`src/rtl/lsu_pkg.sv`:
```
// Shared definitions for the load/store unit: access-size encodings, FSM states
// and the byte-lane mask that each access size selects.
package lsu_pkg;

    localparam logic [2:0] LB  = 3'b000;
    localparam logic [2:0] LH  = 3'b001;
    localparam logic [2:0] LW  = 3'b010;
    localparam logic [2:0] LBU = 3'b100;
    localparam logic [2:0] LHU = 3'b101;

    typedef enum logic [1:0] {
        ST_IDLE = 2'd0,
        ST_ACC0 = 2'd1,
        ST_ACC1 = 2'd2,
        ST_DONE = 2'd3
    } lsu_state_t;

    // Lanes touched by an access starting at offset 0.
    function automatic logic [3:0] byte_mask(input logic [2:0] funct3);
        logic [3:0] mask;
        case (funct3[1:0])
            2'b00:   mask = 4'b0001;
            2'b01:   mask = 4'b0011;
            default: mask = 4'b1111;
        endcase
        return mask;
    endfunction

    // Stores have no unsigned variants, so only b/h/w are legal for them.
    function automatic logic funct3_legal(input logic we, input logic [2:0] funct3);
        logic legal;
        if (we) begin
            legal = (funct3 == LB) || (funct3 == LH) || (funct3 == LW);
        end else begin
            legal = (funct3 == LB) || (funct3 == LH) || (funct3 == LW) ||
                    (funct3 == LBU) || (funct3 == LHU);
        end
        return legal;
    endfunction

endpackage

```
`src/rtl/load_extend.sv`:
```
// Aligns the loaded bytes from a (possibly two-word) fetch down to bit 0 and
// sign- or zero-extends them to a full word.
module load_extend
    import lsu_pkg::*;
(
    input  logic [55:0] pair,
    input  logic [1:0]  off,
    input  logic [2:0]  funct3,
    output logic [31:0] result
);

    // Only the low 24 bits of the high word can ever be reached (offset 3 + word).
    logic [31:0] window_opts [4];
    logic [31:0] window;

    genvar gi;
    generate
        for (gi = 0; gi < 4; gi++) begin : g_window
            assign window_opts[gi] = pair[8*gi +: 32];
        end
    endgenerate

    assign window = window_opts[off];

    always_comb begin
        result = window;
        case (funct3[1:0])
            2'b00:   result = {{24{window[7]  & ~funct3[2]}}, window[7:0]};
            2'b01:   result = {{16{window[15] & ~funct3[2]}}, window[15:0]};
            default: result = window;
        endcase
    end

endmodule

```
`src/rtl/load_store_unit.sv`:
```
// Pipeline-side load/store initiator: one access at a time onto a word-wide,
// byte-strobed req/ack memory port, splitting word-crossing accesses in two.
module load_store_unit
    import lsu_pkg::*;
#(
    parameter int ADDRESS_WIDTH = 32,
    parameter int DATA_WIDTH    = 32
) (
    input  logic                     clk,
    input  logic                     rst_n,
    input  logic                     req_valid,
    input  logic                     req_we,
    input  logic [2:0]               req_funct3,
    input  logic [ADDRESS_WIDTH-1:0] req_addr,
    input  logic [DATA_WIDTH-1:0]    req_wdata,
    output logic                     busy,
    output logic                     done,
    output logic [DATA_WIDTH-1:0]    rdata,
    output logic                     fault,
    output logic                     mem_req,
    output logic                     mem_we,
    output logic [ADDRESS_WIDTH-1:0] mem_addr,
    output logic [DATA_WIDTH-1:0]    mem_wdata,
    output logic [3:0]               mem_wstrb,
    input  logic                     mem_ack,
    input  logic [DATA_WIDTH-1:0]    mem_rdata
);

    lsu_state_t                 state_reg;
    logic                       we_reg;
    logic [2:0]                 funct3_reg;
    logic [ADDRESS_WIDTH-1:0]   addr_reg;
    logic [DATA_WIDTH-1:0]      wdata_reg;
    logic                       fault_reg;
    logic [DATA_WIDTH-1:0]      lo_reg;
    logic [23:0]                hi_reg;
    logic [DATA_WIDTH-1:0]      rdata_reg;

    logic [1:0]                 off;
    logic [7:0]                 mask8;
    logic [2*DATA_WIDTH-1:0]    data64;
    logic                       split;
    logic [ADDRESS_WIDTH-1:0]   word_addr;
    logic [ADDRESS_WIDTH-1:0]   next_addr;
    logic                       in_acc0;
    logic                       in_acc1;
    logic                       ack_taken;
    logic [DATA_WIDTH-1:0]      ext_lo;
    logic [23:0]                ext_hi;
    logic [DATA_WIDTH-1:0]      ext_result;

    assign off       = addr_reg[1:0];
    assign mask8     = {4'b0000, byte_mask(funct3_reg)} << off;
    assign data64    = {{DATA_WIDTH{1'b0}}, wdata_reg} << {off, 3'b000};
    assign split     = |mask8[7:4];
    assign word_addr = {addr_reg[ADDRESS_WIDTH-1:2], 2'b00};
    assign next_addr = word_addr + ADDRESS_WIDTH'(4);

    assign in_acc0   = (state_reg == ST_ACC0);
    assign in_acc1   = (state_reg == ST_ACC1);
    assign ack_taken = (in_acc0 || in_acc1) && mem_ack;

    // Memory port is decoded purely from registered state.
    assign mem_req   = in_acc0 || in_acc1;
    assign mem_we    = mem_req && we_reg;
    assign mem_addr  = in_acc0 ? word_addr : (in_acc1 ? next_addr : '0);
    assign mem_wdata = in_acc0 ? data64[DATA_WIDTH-1:0]
                     : (in_acc1 ? data64[2*DATA_WIDTH-1:DATA_WIDTH] : '0);
    assign mem_wstrb = !we_reg ? 4'b0000
                     : (in_acc0 ? mask8[3:0] : (in_acc1 ? mask8[7:4] : 4'b0000));

    assign busy  = (state_reg != ST_IDLE);
    assign done  = (state_reg == ST_DONE);
    assign fault = done && fault_reg;
    assign rdata = rdata_reg;

    // The finishing word arrives on mem_rdata in the ack cycle, so bypass it in.
    assign ext_lo = in_acc0 ? mem_rdata : lo_reg;
    assign ext_hi = in_acc1 ? mem_rdata[23:0] : hi_reg;

    load_extend u_load_extend (
        .pair   ({ext_hi, ext_lo}),
        .off    (off),
        .funct3 (funct3_reg),
        .result (ext_result)
    );

    always_ff @(posedge clk or negedge rst_n) begin
        if (!rst_n) begin
            state_reg  <= ST_IDLE;
            we_reg     <= 1'b0;
            funct3_reg <= 3'b000;
            addr_reg   <= '0;
            wdata_reg  <= '0;
            fault_reg  <= 1'b0;
            lo_reg     <= '0;
            hi_reg     <= '0;
            rdata_reg  <= '0;
        end else begin
            case (state_reg)
                ST_IDLE: begin
                    if (req_valid) begin
                        we_reg     <= req_we;
                        funct3_reg <= req_funct3;
                        addr_reg   <= req_addr;
                        wdata_reg  <= req_wdata;
                        if (funct3_legal(req_we, req_funct3)) begin
                            fault_reg <= 1'b0;
                            state_reg <= ST_ACC0;
                        end else begin
                            fault_reg <= 1'b1;
                            state_reg <= ST_DONE;
                        end
                    end
                end
                ST_ACC0: begin
                    if (ack_taken) begin
                        lo_reg <= mem_rdata;
                        if (split) begin
                            state_reg <= ST_ACC1;
                        end else begin
                            state_reg <= ST_DONE;
                            if (!we_reg) begin
                                rdata_reg <= ext_result;
                            end
                        end
                    end
                end
                ST_ACC1: begin
                    if (ack_taken) begin
                        hi_reg    <= mem_rdata[23:0];
                        state_reg <= ST_DONE;
                        if (!we_reg) begin
                            rdata_reg <= ext_result;
                        end
                    end
                end
                default: begin
                    state_reg <= ST_IDLE;
                end
            endcase
        end
    end

endmodule

```
`config.mk`:
```
export PLATFORM = sky130hd
export DESIGN_NAME = load_store_unit
export DESIGN_NICKNAME = d
export VERILOG_FILES = /design/src/rtl/lsu_pkg.sv /design/src/rtl/load_extend.sv /design/src/rtl/load_store_unit.sv
export SDC_FILE = /design/constraint.sdc
export NUM_CORES = 1
export LEC_CHECK = 0
export BUFFER_PORTS_ARGS = -buffer_cell sky130_fd_sc_hd__buf_4
export CAP_MARGIN = 30
export CORE_MARGIN = 2
export CORE_UTILIZATION = 55
export CTS_CLUSTER_DIAMETER = 100
export DETAILED_ROUTE_END_ITERATION = 16
export PLACE_DENSITY = 0.81
export RECOVER_POWER = 50
export SETUP_SLACK_MARGIN = 0.02
export SKIP_LAST_GASP = 1
export SLEW_MARGIN = 20
export SYNTH_ARGS = -nofsm -noshare
export SYNTH_HDL_FRONTEND = slang
export SYNTH_SLANG_ARGS = --single-unit
```
`constraint.sdc`:
```
create_clock -name clk -period 2.6 [get_ports clk]
set_input_delay 0.52 -clock clk [delete_from_list [all_inputs] [get_ports clk]]
set_output_delay 0.52 -clock clk [all_outputs]
set_load 0.03 [all_outputs]
```
==> flow_summary.yaml, run 1 <==
floorplanning:
  die_x_um: 136
  io_pins: 209
  die_h_um: 136
  start_util: 0.558
  die-area_um2: 18400
  core_um2: 17100
  row_count: 48
flow_run:
  maxCapViolCount: 0
sta:
  drv_slew: 0
  fmax_ghz: 0.352
  setup_ws_ns: -0.240
  worstMarginPinSlew_ns: 1.22
  setup_viol: 49
  fin_crit_sh: 1.09
  finalHoldViolCount: 0
  holdWs_ns: 0.310
  min_period_ns: 2.84
  grt_setup_unrepaired: "true"
  relSlewSlack: 0.184
  finClkSkew_ns: 0.0102
yosys:
  synth.distinct_cells: 56
  ys.flop_type: "dfrtp_1"
  synth_edf_count: 0
  ys_ff_latch: 159
  syn_area_um2: 9560
  synthArstFlopShare: 1.00
  yosysTopAreaCellShare: 0.416
  yosysSeqAreaShare: 0.416
  synthTopCellsByArea: "dfrtp_1 (42%), mux2_2 (16%), mux2i_1 (9.2%)"
  synthCells: 861
  yosys-top-cells-count: "dfrtp_1 (159), mux2_2 (134), mux2i_1 (88), nand2_1 (66), nor2_1 (60)"
  yosysMostFrequentCell: "dfrtp_1"
  synth.largest_area_cell: "dfrtp_1"
  syn_area_per_cell_um2: 11.1
  yosysWarnings: 0
global_routing:
  grt_pass1_vias: 7909
  grt_first_pass_wirelength_um: 42200
  grt_usage: 0.296
  grt_overflow_total: 0
  grt_max_degree: 70
  antenna_found_initial: 0
routing:
  viasPerCell: 6.32
  vias: 8428
  drt-wirelength-per-cell_um: 22.7
  drtAntennaViolNets: 0
  finalWirelength_um: 30300
  drt_iter0_drc: 817
  drc_errors: 0
  firstDrtPassIters: 5
worst_hold_path:
  min_path_cells: 2
  hp-class: "in -> reg"
  min_from: "req_addr[16]"
  min_to: "addr_reg[16]$_DFFE_PN0P_"
worst_setup_path:
  cp-start-kind: "register"
  cp.required_ns: 2.08
  rr_worst_depth: 10
  r2r-start: "state_reg[1]$_DFFE_PN0P_"
  r2r_end: "rdata[24]$_DFFE_PN0P_"
  ff2ff_setup_slack_ns: -0.02
  arrival_ns: 2.32
  worst-setup-path-type: "reg -> out"
  cp_max_fo: 4
  crit_path_end_kind: "output port"
clock_tree:
  tritoncts: "built"
  htree_levels: 4
  clk_path_buf_depth: 2
  postCtsHoldBufs: 0
  clkTransAtPathRegs_ns: 0.07
  clk-insertion-delay-late_ns: 0.44
  clock_sinks: 159
  cts-root-buf: "clkbuf_16"
  cts_inserted_buffers: 17
pwr:
  power_density_nw_per_um2: 1610
  p_sw_frac: 0.465
  p_leak_nw: 5.65
  p_clk_frac: 0.125
  power_frac_comb: 0.630
  netSwitchingPower_mw: 9.56
  intPower_mw: 11.0
  ir_worst_vdd_uv: 764
  p_seq_frac: 0.245
place:
  placed_cell_area_um2: 11600
  port_buffers: 206
  gp_congestion: 0.879
  dp_hpwl_um: 18500
final_layout:
  final_area_um2: 12800
  area_growth_pct: 34.0
  n_antenna_cell: 0
  fillCellCount: 1100
  fin_nets: 1204
  layout-drive-gt1-share: 0.478
status:
  violations: "negative setup slack"
  status: "finished with violations"
## repair_timing
action | in CTS | in global routing
setup buffers | 13 | 16
pin swaps | 16 | 28
setup endpoints to repair | 51 | 72
resized for setup | 51 | 70
gates cloned | 1 | 2
## kinds of logic after synthesis
group,Yosys count,synth area share
DFF,159,0.416
muxes,245,0.305
xor gates and xnor gates,21,0.0192
AOI/OAI and AO/OA,139,0.104
and+or+nand+nor,216,0.108
other,1,0.000392
adders and majority gates,5,0.00655
buffers and inverters,75,0.0408
## area by class of cell
class	instances	area, um^2	area share
Inverter	9	38.8	0.00303
Clock buffer	17	425	0.0332
Timing Repair Buffer	279	2290	0.179
Clock inverter	15	170	0.0133
Tap cell	225	282	0.0220
Sequential cell	159	3990	0.312
Multi-Input combinational cell	629	5610	0.438
## power groups by stage
stage                     registers (mW)  logic [mW]  clock network [mW]
after floorplan                     5.06        7.76                   0
after global placement              4.89        11.3                   0
after detailed placement            4.96        11.5                   0
after CTS                           4.93        12.1                2.58
after global routing                5.18        13.6                2.67
final                               5.05        12.9                2.57
## worst max-delay path by stage
stage	from	endpoint	slack (ns)
3_3_place_gp	state_reg[1]$_DFFE_PN0P_	mem_addr[31]	0.17
3_5_place_dp	state_reg[1]$_DFFE_PN0P_	mem_addr[31]	0.11
6_report	addr_reg[2]$_DFFE_PN0P_	mem_addr[29]	-0.24
5_1_grt	addr_reg[2]$_DFFE_PN0P_	mem_addr[26]	-0.33
4_1_cts	state_reg[0]$_DFFE_PN0P_	mem_addr[31]	-0.19
2_1_floorplan	state_reg[1]$_DFFE_PN0P_	mem_wstrb[2]	-0.003
## layout by cell type, fill, tap and decap left out, types with 8 or more instances in the layout
master     instances
nand2_2            8
mux4_2            19
mux2i_1           88
clkbuf_16         18
a21oi_1            9
nand4_1           11
xor2_1            10
clkbuf_1          28
buf_12             9
a31oi_1            8
a22o_1            12
nand3_1           10
and3_1            19
nor2_2             9
dfrtp_1          152
nand2_1           54
o21ai_4            8
xnor2_1            8
a221oi_1          10
a22oi_1           15
mux2_2           134
o21ai_0           22
buf_4            196
nor2_1            49
buf_6             41
a21oi_2           13
## per-stage QoR
| step | power, mW | TNS, ns | cells | utilization | worst slack [ns] |
|---|---|---|---|---|---|
| global placement | 16.2 | 0 | 1271 | 0.675 | 0.174 |
| CTS | 19.6 | -1.11 | 1317 | 0.729 | -0.189 |
| global route | 21.5 | -7.32 | 1333 | 0.748 | -0.327 |
| finish | 20.6 | -3.97 | 1333 | 0.748 | -0.240 |
| detailed placement | 16.5 | 0 | 1271 | 0.675 | 0.113 |
| floorplan | 12.8 | -0.0138 | 862 | - | -0.00295 |
## per-layer routing
| metal | track usage | routed length [um] |
|---|---|---|
| met1 | 0.400 | 12100 |
| met2 | 0.462 | 14300 |
| met3 | 0.0645 | 2560 |
| met4 | 0.129 | 1380 |
| met5 | 0 | 0 |
## worst max-delay path: stages, from the launching register on
cell and delay, ns:
dfrtp_1 0.49, buf_4 0.17, nand2_1 0.09, nor4_2 0.19, buf_4 0.19, nand3_1 0.10
or4_1 0.42, nand2_1 0.10, buf_6 0.13
Note: power is estimated with default switching activity, not from simulation.
==> inputs of run 2 (changes only) <==
- RECOVER_POWER: 50 -> default
==> flow_summary.yaml, run 2 (same netlist as run 1, synthesis figures left out) <==
sta:
  tns_ns: -4.10
  fmax_ghz: 0.350
  min_period_ns: 2.86
  finalHoldViolCount: 0
  finClkSkew_ns: 0.00862
  grt_setup_unrepaired: "true"
  worstMarginPinSlew_ns: 0.897
  setup_viol: 48
  relSlewSlack: 0.400
  setup_ws_ns: -0.257
  fin_crit_sh: 1.10
  drv_slew: 0
flow_run:
  maxCapViolCount: 0
final_layout:
  layout-drive-gt1-share: 0.504
  n_antenna_cell: 0
  fillCellCount: 1065
  final_area_um2: 12900
  area_growth_pct: 35.4
  final_common_cell: "buf_4"
  fin_nets: 1204
  fin_util: 0.756
  multi_input_area_um2: 5610
  area.sequential_um2: 3990
  layout_common_cells: "buf_4 (224), dfrtp_1 (152), mux2_2 (134)"
global_routing:
  grt_pass1_vias: 7909
  busiest_layer: "met2"
  grt_overflow_total: 0
  grt_usage: 0.296
  grt_first_pass_wirelength_um: 42200
  grt_use_met2: 0.462
  met1_usage: 0.400
  grt_max_degree: 70
  use_met3: 0.0645
  antenna_found_initial: 0
place:
  placed_cell_area_um2: 11600
  dp_slack_ns: 0.113
  port_buffers: 206
  dp_hpwl_um: 18500
  gp_congestion: 0.879
clock_tree:
  cts-root-buf: "clkbuf_16"
  cts_inserted_buffers: 17
  clk-insertion-delay-late_ns: 0.43
  tritoncts: "built"
  clock_sinks: 159
  clkTransAtPathRegs_ns: 0.07
  htree_levels: 4
  clk_path_buf_depth: 2
status:
  status: "finished with violations"
  violations: "negative setup slack"
pwr:
  ir_worst_vdd_uv: 761
  power_density_nw_per_um2: 1600
  p_leak_nw: 5.76
worst_setup_path:
  cp_max_fo: 4
  arrival_ns: 2.34
  crit_path_end_kind: "output port"
  worst-setup-path-type: "reg -> out"
  rr_worst_depth: 10
  cp-start-kind: "register"
  cp.required_ns: 2.08
floorplanning:
  core_um2: 17100
  io_pins: 209
  row_count: 48
  die_x_um: 136
  start_util: 0.558
  die_h_um: 136
  die-area_um2: 18400
routing:
  viasPerCell: 6.31
  drtAntennaViolNets: 0
  firstDrtPassIters: 5
  finalWirelength_um: 30100
  drt_iter0_drc: 860
  drc_errors: 0
  vias: 8406
  drt-wirelength-per-cell_um: 22.6
worst_hold_path:
  hp-class: "in -> async"
run 2: changes by cell type in the layout (fill, tap and decap cells not counted):
cell and change:
clkbuf_2 -1, buf_4 +28, buf_12 +2, clkbuf_1 -28
buf_6 +1, clkbuf_4 -2
run 2: layout make-up:
class	count	area share
tap	225	0.0218
inverter	9	0.00300
multi-input combinational	629	0.433
timing repair buffer	279	0.188
clock inverter	15	0.0132
clock buffer	17	0.0329
sequential	159	0.308
run 2: report_power, final:
part	total (mW)	switching [mW]	internal, mW
Combinational	13.1	7.23	5.89
Clock	2.57	1.06	1.50
Sequential	5.05	1.24	3.81
Total	20.7	9.54	11.2
run 2: path summary, 6_finish.rpt:
| check | slack, ns | to | from |
|---|---|---|---|
| worst max-delay path | -0.26 | mem_addr[29] | addr_reg[2]$_DFFE_PN0P_ |
| worst min-delay path | 0.02 | lo_reg[27]$_DFFE_PN0P_ | rst_n |
| worst max register to register | -0.04 | rdata[24]$_DFFE_PN0P_ | state_reg[1]$_DFFE_PN0P_ |
| worst min register to register | 0.49 | rdata[4]$_DFFE_PN0P_ | rdata[4]$_DFFE_PN0P_ |
| max in group asynchronous | 1.90 | addr_reg[0]$_DFFE_PN0P_ | rst_n |
| min in group clk | 0.31 | wdata_reg[18]$_DFFE_PN0P_ | req_wdata[18] |
run 2: routing by layer:
metal | vias to the layer above | wire length [um]
li1 | 3657 | -
met1 | 4168 | 11900
met2 | 476 | 14300
met3 | 105 | 2620
met4 | 0 | 1360
met5 | - | 0
run 2: repair_timing:
action,in CTS,in global routing
gates resized for setup,51,70
hold buffers,0,0
setup buffers,13,16
endpoints found under the setup margin,51,72
cloned,1,2
pin swaps,16,28
run 2: worst max-delay path, cell delays in order (launching register included):
cell	delay [ns]
dfrtp_1	0.49
buf_4	0.17
nand2_1	0.09
nor4_2	0.19
buf_4	0.19
nand3_1	0.10
or4_1	0.42
nand2_1	0.11
buf_6	0.14
run 2: stage by stage:
| step | std cells | power [mW] | hold slack (ns) |
|---|---|---|---|
| 4_1_cts | 1317 | 19.6 | 0.0297 |
| 3_3_place_gp | 1271 | 16.2 | 0.466 |
| 2_1_floorplan | 862 | 12.8 | 0.224 |
| 5_1_grt | 1333 | 21.7 | 0.0462 |
| 3_5_place_dp | 1271 | 16.5 | 0.480 |
| 6_report | 1333 | 20.7 | 0.0196 |
==> inputs of run 3 (changes only) <==
- CORE_UTILIZATION: 55 -> 50
- PLACE_DENSITY: 0.81 -> 0.77
- clock period: 2.6 -> 2.5 ns (I/O delays scaled with it)
==> flow_summary.yaml, run 3 (same netlist as run 1, synthesis figures left out) <==
routing:
  firstDrtPassIters: 5
  drc_errors: 0
  viasPerCell: 6.23
  drtAntennaViolNets: 0
  finalWirelength_um: 31400
  vias: 8529
  drt_iter0_drc: 712
  drt-wirelength-per-cell_um: 22.9
worst_setup_path:
  worst-setup-path-type: "reg -> out"
  crit_chain: "inv_2 -> ha_4 -> buf_4 -> buf_12 -> and2b_2 -> nand2_4 -> buf_8 -> o22ai_4 -> and2_4 -> buf_6"
  r2r_end: "rdata[22]$_DFFE_PN0P_"
  slowest_delay_ns: 0.39
  crit_start: "state_reg[1]$_DFFE_PN0P_"
  ff2ff_setup_slack_ns: -0.07
  crit_path_end_kind: "output port"
  r2r-start: "state_reg[1]$_DFFE_PN0P_"
  arrival_ns: 2.30
  critPathSlowestCell: "dfrtp_1"
  cp.required_ns: 2.00
  cp-start-kind: "register"
  cp_max_fo: 5
  critical_path.endpoint: "mem_wstrb[1]"
  rr_worst_depth: 13
global_routing:
  grt_pass1_vias: 7996
  antenna_found_initial: 1
  grt_usage: 0.278
  grt_overflow_total: 0
  grt_max_degree: 62
  grt_first_pass_wirelength_um: 43700
pwr:
  p_seq_frac: 0.229
  p_leak_nw: 6.02
  p_clk_frac: 0.121
  power_frac_comb: 0.650
  netSwitchingPower_mw: 10.4
  p_sw_frac: 0.450
  ir_worst_vdd_uv: 791
  power_density_nw_per_um2: 1680
  power.total_mw: 23.1
  intPower_mw: 12.7
sta:
  holdWs_ns: 0.0576
  finClkSkew_ns: 0.00628
  setup_viol: 67
  grt_setup_unrepaired: "true"
  fin_crit_sh: 1.12
  worstMarginPinSlew_ns: 0.629
  finalHoldViolCount: 0
  relSlewSlack: 0.581
  min_period_ns: 2.80
  drv_slew: 0
  setup_ws_ns: -0.296
  fmax_ghz: 0.358
place:
  dp.cells: 1300
  dp_slack_ns: 0.0183
  dp_hpwl_um: 19500
  port_buffers: 206
  gp_congestion: 0.833
final_layout:
  area_growth_pct: 43.3
  fin_nets: 1233
  layout-drive-gt1-share: 0.561
  final_cells: 1370
  layout_common_cells: "buf_4 (227), dfrtp_1 (151), mux2_2 (134)"
  final_common_cell: "buf_4"
floorplanning:
  die_x_um: 142
  io_pins: 209
  die_h_um: 142
  row_count: 50
  die-area_um2: 20200
  core_um2: 18700
  start_util: 0.511
flow_run:
  maxCapViolCount: 0
clock_tree:
  clkTransAtPathRegs_ns: 0.06
  cts_inserted_buffers: 17
  clock_sinks: 159
  clk_path_buf_depth: 2
  cts-root-buf: "clkbuf_16"
  tritoncts: "built"
  htree_levels: 4
  clk-insertion-delay-late_ns: 0.43
worst_hold_path:
  hp-class: "in -> async"
status:
  violations: "negative setup slack"
  status: "finished with violations"
[run 3: repair_timing]
| action | CTS | global route |
|---|---|---|
| buffers inserted | 15 | 20 |
| hold endpoints to repair | 0 | 0 |
| gates cloned | 1 | 4 |
| pin swaps | 21 | 18 |
| endpoints found under the setup margin | 59 | 82 |
| gates resized for setup | 84 | 124 |
| hold buffers | 0 | 0 |
[run 3: worst min-delay path by stage]
stage / startpoint / to / slack (ns) / cells past startpoint
after global placement: rdata[4]$_DFFE_PN0P_ / rdata[4]$_DFFE_PN0P_ / 0.47 / 2
after floorplan: rst_n / addr_reg[0]$_DFFE_PN0P_ / 0.20 / 0
after detailed placement: rdata[4]$_DFFE_PN0P_ / rdata[4]$_DFFE_PN0P_ / 0.48 / 2
after global routing: rst_n / hi_reg[19]$_DFFE_PN0P_ / 0.09 / 1
after CTS: rst_n / hi_reg[19]$_DFFE_PN0P_ / 0.08 / 1
final: rst_n / hi_reg[19]$_DFFE_PN0P_ / 0.06 / 1
[run 3: final cells by class]
cell class,count,area (um^2)
clock inverter,10,163
clock buffer,20,457
tap,234,293
inverter,9,37.5
fill,1202,5010
timing repair buffer,309,2790
antenna,1,2.50
multi-input combinational,628,5960
sequential,159,3990
[run 3: critical path, delay by kind of cell (launching register included)]
family / cells / cell delay, ns
buffers and inverters: 5 / 0.63
AO/OA/AOI/OAI: 1 / 0.15
adder cells (fa/ha/maj): 1 / 0.19
AND/OR/NAND/NOR: 3 / 0.51
flip-flops: 1 / 0.39
[run 3: through the flow]
| step | TNS, ns | util | instance area (um^2) |
|---|---|---|---|
| CTS | -3.87 | 0.689 | 12900 |
| global route | -13.03 | 0.732 | 13700 |
| detailed placement | 0 | 0.629 | 11800 |
| finish | -9.32 | 0.732 | 13700 |
| global placement | 0 | 0.629 | 11800 |
| floorplan | -0.849 | - | 9710 |
[run 3: power groups by stage]
stage / combinational [mW] / clock (mW) / sequential, mW
after floorplan: 8.23 / 0 / 5.27
after global routing: 15.7 / 2.90 / 5.44
final: 15.0 / 2.79 / 5.29
after global placement: 12.2 / 0 / 5.09
after CTS: 13.2 / 2.80 / 5.13
after detailed placement: 12.4 / 0 / 5.17
[run 3: metal layers]
metal	wire [um]	global-route usage
met1	12700	0.379
met2	15100	0.442
met3	2050	0.0441
met4	1510	0.121
met5	0	0
